`config.mk`:
```
export PLATFORM = sky130hd
export DESIGN_NAME = mux_nx1_skid
export DESIGN_NICKNAME = d
export VERILOG_FILES = /design/src/rtl/mux_nx1_skid.sv
export SDC_FILE = /design/constraint.sdc
export NUM_CORES = 1
export LEC_CHECK = 0
export ABC_AREA = 1
export CORE_UTILIZATION = 38
export CTS_CLUSTER_DIAMETER = 50
export DETAILED_ROUTE_END_ITERATION = 10
export PLACE_DENSITY = 0.73
export SLEW_MARGIN = 20
export SYNTH_ARGS = -nofsm -noshare
export SYNTH_HDL_FRONTEND = slang
export SYNTH_SLANG_ARGS = --single-unit
```
`constraint.sdc`:
```
create_clock -name clk -period 1.2 [get_ports clk]
set_clock_uncertainty 0.05 [all_clocks]
set_input_delay 0.18 -clock clk [delete_from_list [all_inputs] [get_ports clk]]
set_output_delay 0.18 -clock clk [all_outputs]
set_load 0.02 [all_outputs]
```
`src/rtl/mux_nx1_skid.sv`:
```
// N:1 word multiplexer with a registered valid/ready output and a 2-entry skid buffer.
// Ready is a registered occupancy decode, so there is no combinational ready-to-ready path.
module mux_nx1_skid #(
  parameter int unsigned WIDTH  = 5,
  parameter int unsigned NUM_IN = 4,
  parameter int unsigned SEL_W  = 2
) (
  input  logic                    clk,
  input  logic                    reset,
  input  logic                    flush,
  input  logic [WIDTH*NUM_IN-1:0] in_data,
  input  logic [SEL_W-1:0]        in_sel,
  input  logic                    in_valid,
  output logic                    in_ready,
  output logic [WIDTH-1:0]        out_data,
  output logic                    out_valid,
  input  logic                    out_ready,
  output logic                    sel_err
);

  typedef enum logic [1:0] {
    EMPTY = 2'd0,
    ONE   = 2'd1,
    FULL  = 2'd2
  } state_t;

  state_t           state_q, state_d;
  logic [WIDTH-1:0] skid_q;
  logic [WIDTH-1:0] main_d, skid_d;
  logic [WIDTH-1:0] sel_word;
  logic             sel_hit;
  logic             accept, emit;
  logic             err_d, ready_d, valid_d;

  // Select decode; an out-of-range index yields zero and no hit.
  always_comb begin
    sel_word = '0;
    sel_hit  = 1'b0;
    for (int unsigned k = 0; k < NUM_IN; k++) begin
      if (in_sel == SEL_W'(k)) begin
        sel_word = in_data[k*WIDTH +: WIDTH];
        sel_hit  = 1'b1;
      end
    end
  end

  // Occupancy next-state and storage updates.
  always_comb begin
    state_d = state_q;
    main_d  = out_data;
    skid_d  = skid_q;
    accept  = in_valid & in_ready;
    emit    = out_valid & out_ready;
    err_d   = sel_err | (accept & ~sel_hit);

    case (state_q)
      EMPTY: begin
        if (accept) begin
          state_d = ONE;
          main_d  = sel_word;
        end
      end
      ONE: begin
        if (accept && emit) begin
          main_d = sel_word;
        end else if (accept) begin
          state_d = FULL;
          skid_d  = sel_word;
        end else if (emit) begin
          state_d = EMPTY;
        end
      end
      FULL: begin
        if (emit) begin
          state_d = ONE;
          main_d  = skid_q;
        end
      end
      default: state_d = EMPTY;
    endcase

    // Flush drops everything held and the word offered this cycle.
    if (flush) begin
      state_d = EMPTY;
      main_d  = out_data;
      skid_d  = skid_q;
    end

    ready_d = (state_d != FULL);
    valid_d = (state_d != EMPTY);
  end

  always_ff @(posedge clk) begin
    if (reset) begin
      state_q   <= EMPTY;
      out_data  <= '0;
      skid_q    <= '0;
      sel_err   <= 1'b0;
      in_ready  <= 1'b1;
      out_valid <= 1'b0;
    end else begin
      state_q   <= state_d;
      out_data  <= main_d;
      skid_q    <= skid_d;
      sel_err   <= err_d;
      in_ready  <= ready_d;
      out_valid <= valid_d;
    end
  end

endmodule

```
* After elaboration in Yosys (flattened, before gate mapping)
Cells that the tools add are included.
Widths: inputs -> output; s select.
** Operators by class
- Equality and inequality tests :: 9
- Muxes and demuxes :: 19
- Bitwise logic cells :: 7
- Reductions and logical operators :: 7
** Operators with widths (count)
- $mux 5 :: 7
- $pmux 5 s3 :: 1
- $mux 2 :: 6
- $ne 2x2->1 const B :: 4
- $eq 2x2->1 const B :: 3
- $pmux 2 s3 :: 1
- $reduce_and 5->1 :: 1
- $eq 2x1->1 const B :: 2
- $logic_not 2->1 :: 2
- $mux 1 :: 4
- $reduce_and 4->1 :: 1
- $and 1x1->1 :: 3
- $not 1->1 :: 3
- $reduce_bool 3->1 :: 1
- $reduce_bool 2->1 :: 1
- $logic_and 1x1->1 :: 1
- $or 1x1->1 :: 1
** Storage, ports and cells
- Register bits after elaboration :: 15
- Input bits :: 27
- Output and inout port bits :: 8
- Logic and storage cells :: 48

* Logic depth before layout (Yosys ltp)
- Word-level depth :: 8
- Mapped depth :: 9
- Depth with buffers taken out :: 8

* Least setup slack after synthesis
No wires, ideal clock.
- Kind :: reg2reg
- Start point :: reg in_ready
- End point :: reg out_data[0]
- Library setup time :: 0.110 ns
- Arrival :: 1.119 ns
- Required time :: 1.040 ns
- Setup slack :: -0.080 ns
- Cell stages (with the launch flop) :: 8
- Buffers on the path :: 0
- Clock period less this slack :: 1.280 ns
- Cell sequence :: dfxtp_1 -> nand2_1 -> nand2_1 -> nand2_1 -> nor2_8 -> nand3_1 -> nor2_2 -> nor2_1
** On the way
- Longest elaborated chain between the ends :: 4
** Ends and longest elaborated chain
- from (decl) :: RTL line 14 : output logic in_ready,
- from (signal assigned) :: RTL line 106 : in_ready <= ready_d;
- $and 1x1->1 (*) :: RTL line 52 : accept = in_valid & in_ready;
- $logic_and 1x1->1 :: RTL line 64 : if (accept && emit) begin
- $ne 2x2->1 (no source line)
- $reduce_and 5->1 (no source line) (*)
- to (signal assigned) :: RTL line 103 : out_data <= main_d;
- to (decl) :: RTL line 15 : output logic [WIDTH-1:0] out_data,
Every way passes the cells marked *; elsewhere a longest branch is shown, timed or not.
A chain may end at the register's enable or synchronous reset.

* Worst setup path after layout
- Start point :: in out_ready
- End point :: reg skid_q[1]
** On the way
- Longest elaborated chain between the ends :: 4
** Ends and longest elaborated chain
- from (decl) :: RTL line 17 : input logic out_ready,
- $and 1x1->1 :: RTL line 53 : emit = out_valid & out_ready;
- $logic_and 1x1->1 :: RTL line 64
- $not 1->1 (no source line)
- $reduce_and 4->1 (no source line)
- to (signal assigned) :: RTL line 104 : skid_q <= skid_d;
- to (decl) :: RTL line 28 : logic [WIDTH-1:0] skid_q;
Every way passes these cells.

==> results.py <==
metrics = {
    "timing": {
        "timing.final.crit_period_ns": 1.20,
        "worst_slack_ns": -0.00296,
        "slew_headroom_pct": 86.2,
        "period_share_pct": 100,
        "maxSlewViolCount": 0,
        "timing.final.setup_violations": 1,
        "transition_time_at_the_pin_with_the_least_slew_margin_ns": 0.207,
        "grt_setup_unrepaired": "true",
        "fin_hold_ws_ns": 0.377,
        "fmaxAchievable_mhz": 831,
        "finalHoldViolCount": 0,
    },
    "die": {
        "dieWidth_um": 50.9,
        "floorplan.rows": 17,
        "dieHeight_um": 50.9,
        "boundaryPins": 35,
        "placeableCoreArea_um2": 2230,
        "fp.dieArea_um2": 2590,
        "start_util_pct": 40.7,
    },
    "worst_setup_path": {
        "critical_path.startpoint_type": "input port",
        "cp_data_required_time_ns": 1.37,
        "regToRegSetupSlack_ns": 0.01,
        "cp_data_arrival_time_ns": 1.38,
        "crit_path_end_kind": "flop",
        "critPathKind": "in -> reg",
        "r2r_cells": 6,
        "worst-path-max-fanout": 5,
    },
    "pwr": {
        "pwr_density_cell_nw_per_um2": 825,
        "share_of_total_power_in_combinational_logic_pct": 31.0,
        "peakVddDrop_mv": 0.653,
        "seq_power_share_pct": 45.2,
        "internal_power_w": 0.000832,
        "lkg_pwr_nw": 0.662,
        "total_switching_power_w": 0.000361,
        "share_clk_of_total_power_pct": 23.8,
        "sw_frac_of_total_pct": 30.2,
    },
    "logic_synthesis": {
        "ys_seq_area_share_pct": 33.1,
        "syn-cell-area_um2": 908,
        "synth_edf_count": 0,
        "most_area_consuming_cells_after_synthesis": "sky130_fd_sc_hd__dfxtp_1 (33%), sky130_fd_sc_hd__nand2_1 (14%), sky130_fd_sc_hd__nand3_1 (9.4%), sky130_fd_sc_hd__inv_1 (5.4%), sky130_fd_sc_hd__nor2_1 (5.0%)",
        "postSynthAreaPerCell_um2": 6.68,
        "netlist.top_cell.by_area": "sky130_fd_sc_hd__dfxtp_1",
        "synth_top_flop_cell": "sky130_fd_sc_hd__dfxtp_1",
        "yosys_warning_count": 0,
        "synth_async_sr_flop_share_pct": 0,
        "synth_largest_type_area_fraction_pct": 33.1,
        "postSynthNetCount": 163,
        "flip_flop_and_latch_count_after_synthesis": 15,
        "netlist_cell_types": 22,
        "netlist_instances": 136,
    },
    "cells_and_area": {
        "layout-drive-gt1-share_pct": 30.1,
        "num-fill-cells": 204,
        "diodes": 0,
        "final_cell_count_no_fill": 211,
        "area_delta_synth_final_pct": 59.2,
        "nNetsFinal": 211,
    },
    "drt": {
        "num_vias": 1013,
        "post_drt_via_cell_ratio": 4.80,
        "routed_antenna_nets": 0,
        "detailedRoute.firstIterationViolations": 13,
        "firstDrtPassIters": 4,
        "routed_wire_length_per_instance_um": 10.7,
        "routed_wirelength_um": 2250,
        "drc_violations_left": 0,
    },
    "global_routing": {
        "number_of_antenna_violations_at_the_first_check_in_global_routing": 0,
        "vias_in_the_first_global_route": 833,
        "overflow": 0,
        "global_route.usage.total_pct": 16.9,
        "grt_start_max_net_pins": 12,
        "grt_first_pass_wirelength_um": 3310,
    },
    "clocking": {
        "clk_latency_ns": 0.29,
        "cts_tree": "built",
        "cts.reportedPaths.clkPinSlew_ns": 0.09,
        "htreeDepth": 1,
        "clock_sink_count": 15,
        "clock_tree.root_cell": "sky130_fd_sc_hd__clkbuf_4",
        "cts_inserted_buffers": 3,
        "clockBufferDepth": 2,
    },
    "run_status": {
        "outcome": "finished, violations left",
        "violations": "negative setup slack",
    },
    "placed_design": {
        "dpl.hpwl_um": 1600,
        "place_congestion": 0.837,
        "io_buffer_count": 34,
        "placed_cells_incl_taps": 201,
    },
    "job": {
        "cap_violations": 0,
    },
    "min_path": {
        "min_path_cells": 2,
        "worstHoldPathType": "in -> reg",
    },
}
==> final timing paths <==
check                                  to  startpoint
worst max-delay path            skid_q[1]   out_ready
worst min-delay path              sel_err       reset
worst max register to register  skid_q[1]   out_valid
worst min register to register    sel_err     sel_err
==> cells in the final DEF (no fill, tap or decap), types with 3 or more instances in the layout <==
| cell | count |
|---|---|
| sky130_fd_sc_hd__a21oi_2 | 3 |
| sky130_fd_sc_hd__buf_4 | 7 |
| sky130_fd_sc_hd__buf_6 | 4 |
| sky130_fd_sc_hd__clkbuf_2 | 3 |
| sky130_fd_sc_hd__clkbuf_4 | 3 |
| sky130_fd_sc_hd__clkdlybuf4s15_1 | 4 |
| sky130_fd_sc_hd__clkdlybuf4s50_1 | 24 |
| sky130_fd_sc_hd__dfxtp_1 | 11 |
| sky130_fd_sc_hd__dfxtp_2 | 3 |
| sky130_fd_sc_hd__inv_1 | 13 |
| sky130_fd_sc_hd__nand2_1 | 30 |
| sky130_fd_sc_hd__nand2_2 | 6 |
| sky130_fd_sc_hd__nand2_4 | 3 |
| sky130_fd_sc_hd__nand3_1 | 17 |
| sky130_fd_sc_hd__nor2_1 | 9 |
| sky130_fd_sc_hd__nor2_2 | 9 |
| sky130_fd_sc_hd__o21ai_0 | 5 |
| sky130_fd_sc_hd__o21ai_2 | 4 |
| sky130_fd_sc_hd__or2_0 | 5 |
==> routing by layer <==
layer	wire (µm)	global-route usage, %	part of all wire, %	up-vias
met3	112	5.65	5.0	4
met2	1110	28.0	49	29
met1	1000	20.6	44	451
met4	25	5.56	1.1	0
li1	-	-	-	529
met5	0	0	0	-
==> stage by stage <==
stage | cell area [µm²] | setup TNS (ns) | worst slack (ns) | power (W) | utilization, %
4_1_cts | 1350 | 0 | 0.00224 | 0.00117 | 60.4
5_1_grt | 1450 | -0.368 | -0.0811 | 0.00127 | 64.8
3_3_place_gp | 1310 | -3.46 | -0.312 | 0.000891 | 58.8
6_report | 1450 | -0.00296 | -0.00296 | 0.00119 | 64.8
2_1_floorplan | 911 | 0 | 0.00715 | 0.000741 | -
3_5_place_dp | 1310 | -3.64 | -0.326 | 0.000898 | 58.8
==> power groups by stage <==
stage,Clock [W],Combinational [W],Sequential (W)
6_report,0.000284,0.000370,0.000539
4_1_cts,0.000294,0.000342,0.000538
5_1_grt,0.000318,0.000408,0.000543
2_1_floorplan,0,0.000172,0.000570
3_5_place_dp,0,0.000348,0.000550
3_3_place_gp,0,0.000341,0.000549
==> synth_stat cells (2+ instances only) <==
master	instances
sky130_fd_sc_hd__nor2_1	12
sky130_fd_sc_hd__a21oi_1	5
sky130_fd_sc_hd__buf_6	3
sky130_fd_sc_hd__nand2_2	2
sky130_fd_sc_hd__or2_0	5
sky130_fd_sc_hd__nand2_4	2
sky130_fd_sc_hd__inv_2	2
sky130_fd_sc_hd__o21ai_1	5
sky130_fd_sc_hd__nand3_1	17
sky130_fd_sc_hd__nand2_1	35
sky130_fd_sc_hd__inv_1	13
sky130_fd_sc_hd__o21ai_0	6
sky130_fd_sc_hd__dfxtp_1	15
sky130_fd_sc_hd__nor2_2	6
==> flip-flops by register name, indices dropped and copies added, names as in the netlist <==
register	cells
sel_err	1
out_data	5
skid_q	5
state_q	2
out_valid	1
in_ready	1
==> cells by family after synthesis <==
logic type             count (synthesis)  synth area share, %
AO/OA/AOI/OAI                         17                 9.64
flip-flops                            15                 33.1
AND/OR/NAND/NOR                       84                 46.0
buffers and inverters                 20                 11.3
==> final cells by class <==
class	count	area [µm²]	area share [%]
sequential	15	308	21.3
clock inverter	1	5.00	0.346
tap	28	35.0	2.42
multi-input combinational	101	563	38.9
timing repair buffer	48	457	31.6
inverter	15	56.3	3.89
clock buffer	3	22.5	1.56
==> worst max-delay path: stages <==
cell and delay (ns):
sky130_fd_sc_hd__clkdlybuf4s50_1 0.43, sky130_fd_sc_hd__nand2_2 0.11, sky130_fd_sc_hd__nand2_2 0.08, sky130_fd_sc_hd__nor3_4 0.23, sky130_fd_sc_hd__buf_6 0.16, sky130_fd_sc_hd__o21ai_1 0.07, sky130_fd_sc_hd__a21oi_1 0.12
==> repair_timing <==
| action | in CTS | in global routing |
|---|---|---|
| hold buffers | 0 | 0 |
| endpoints found under the setup margin | 16 | 19 |
| resized for setup | 16 | 32 |
| hold endpoints to repair | 0 | 0 |
| gates cloned | 0 | 4 |
| buffers inserted | 0 | 2 |
| pin swaps | 2 | 9 |
(Power assumes the default switching activity.)
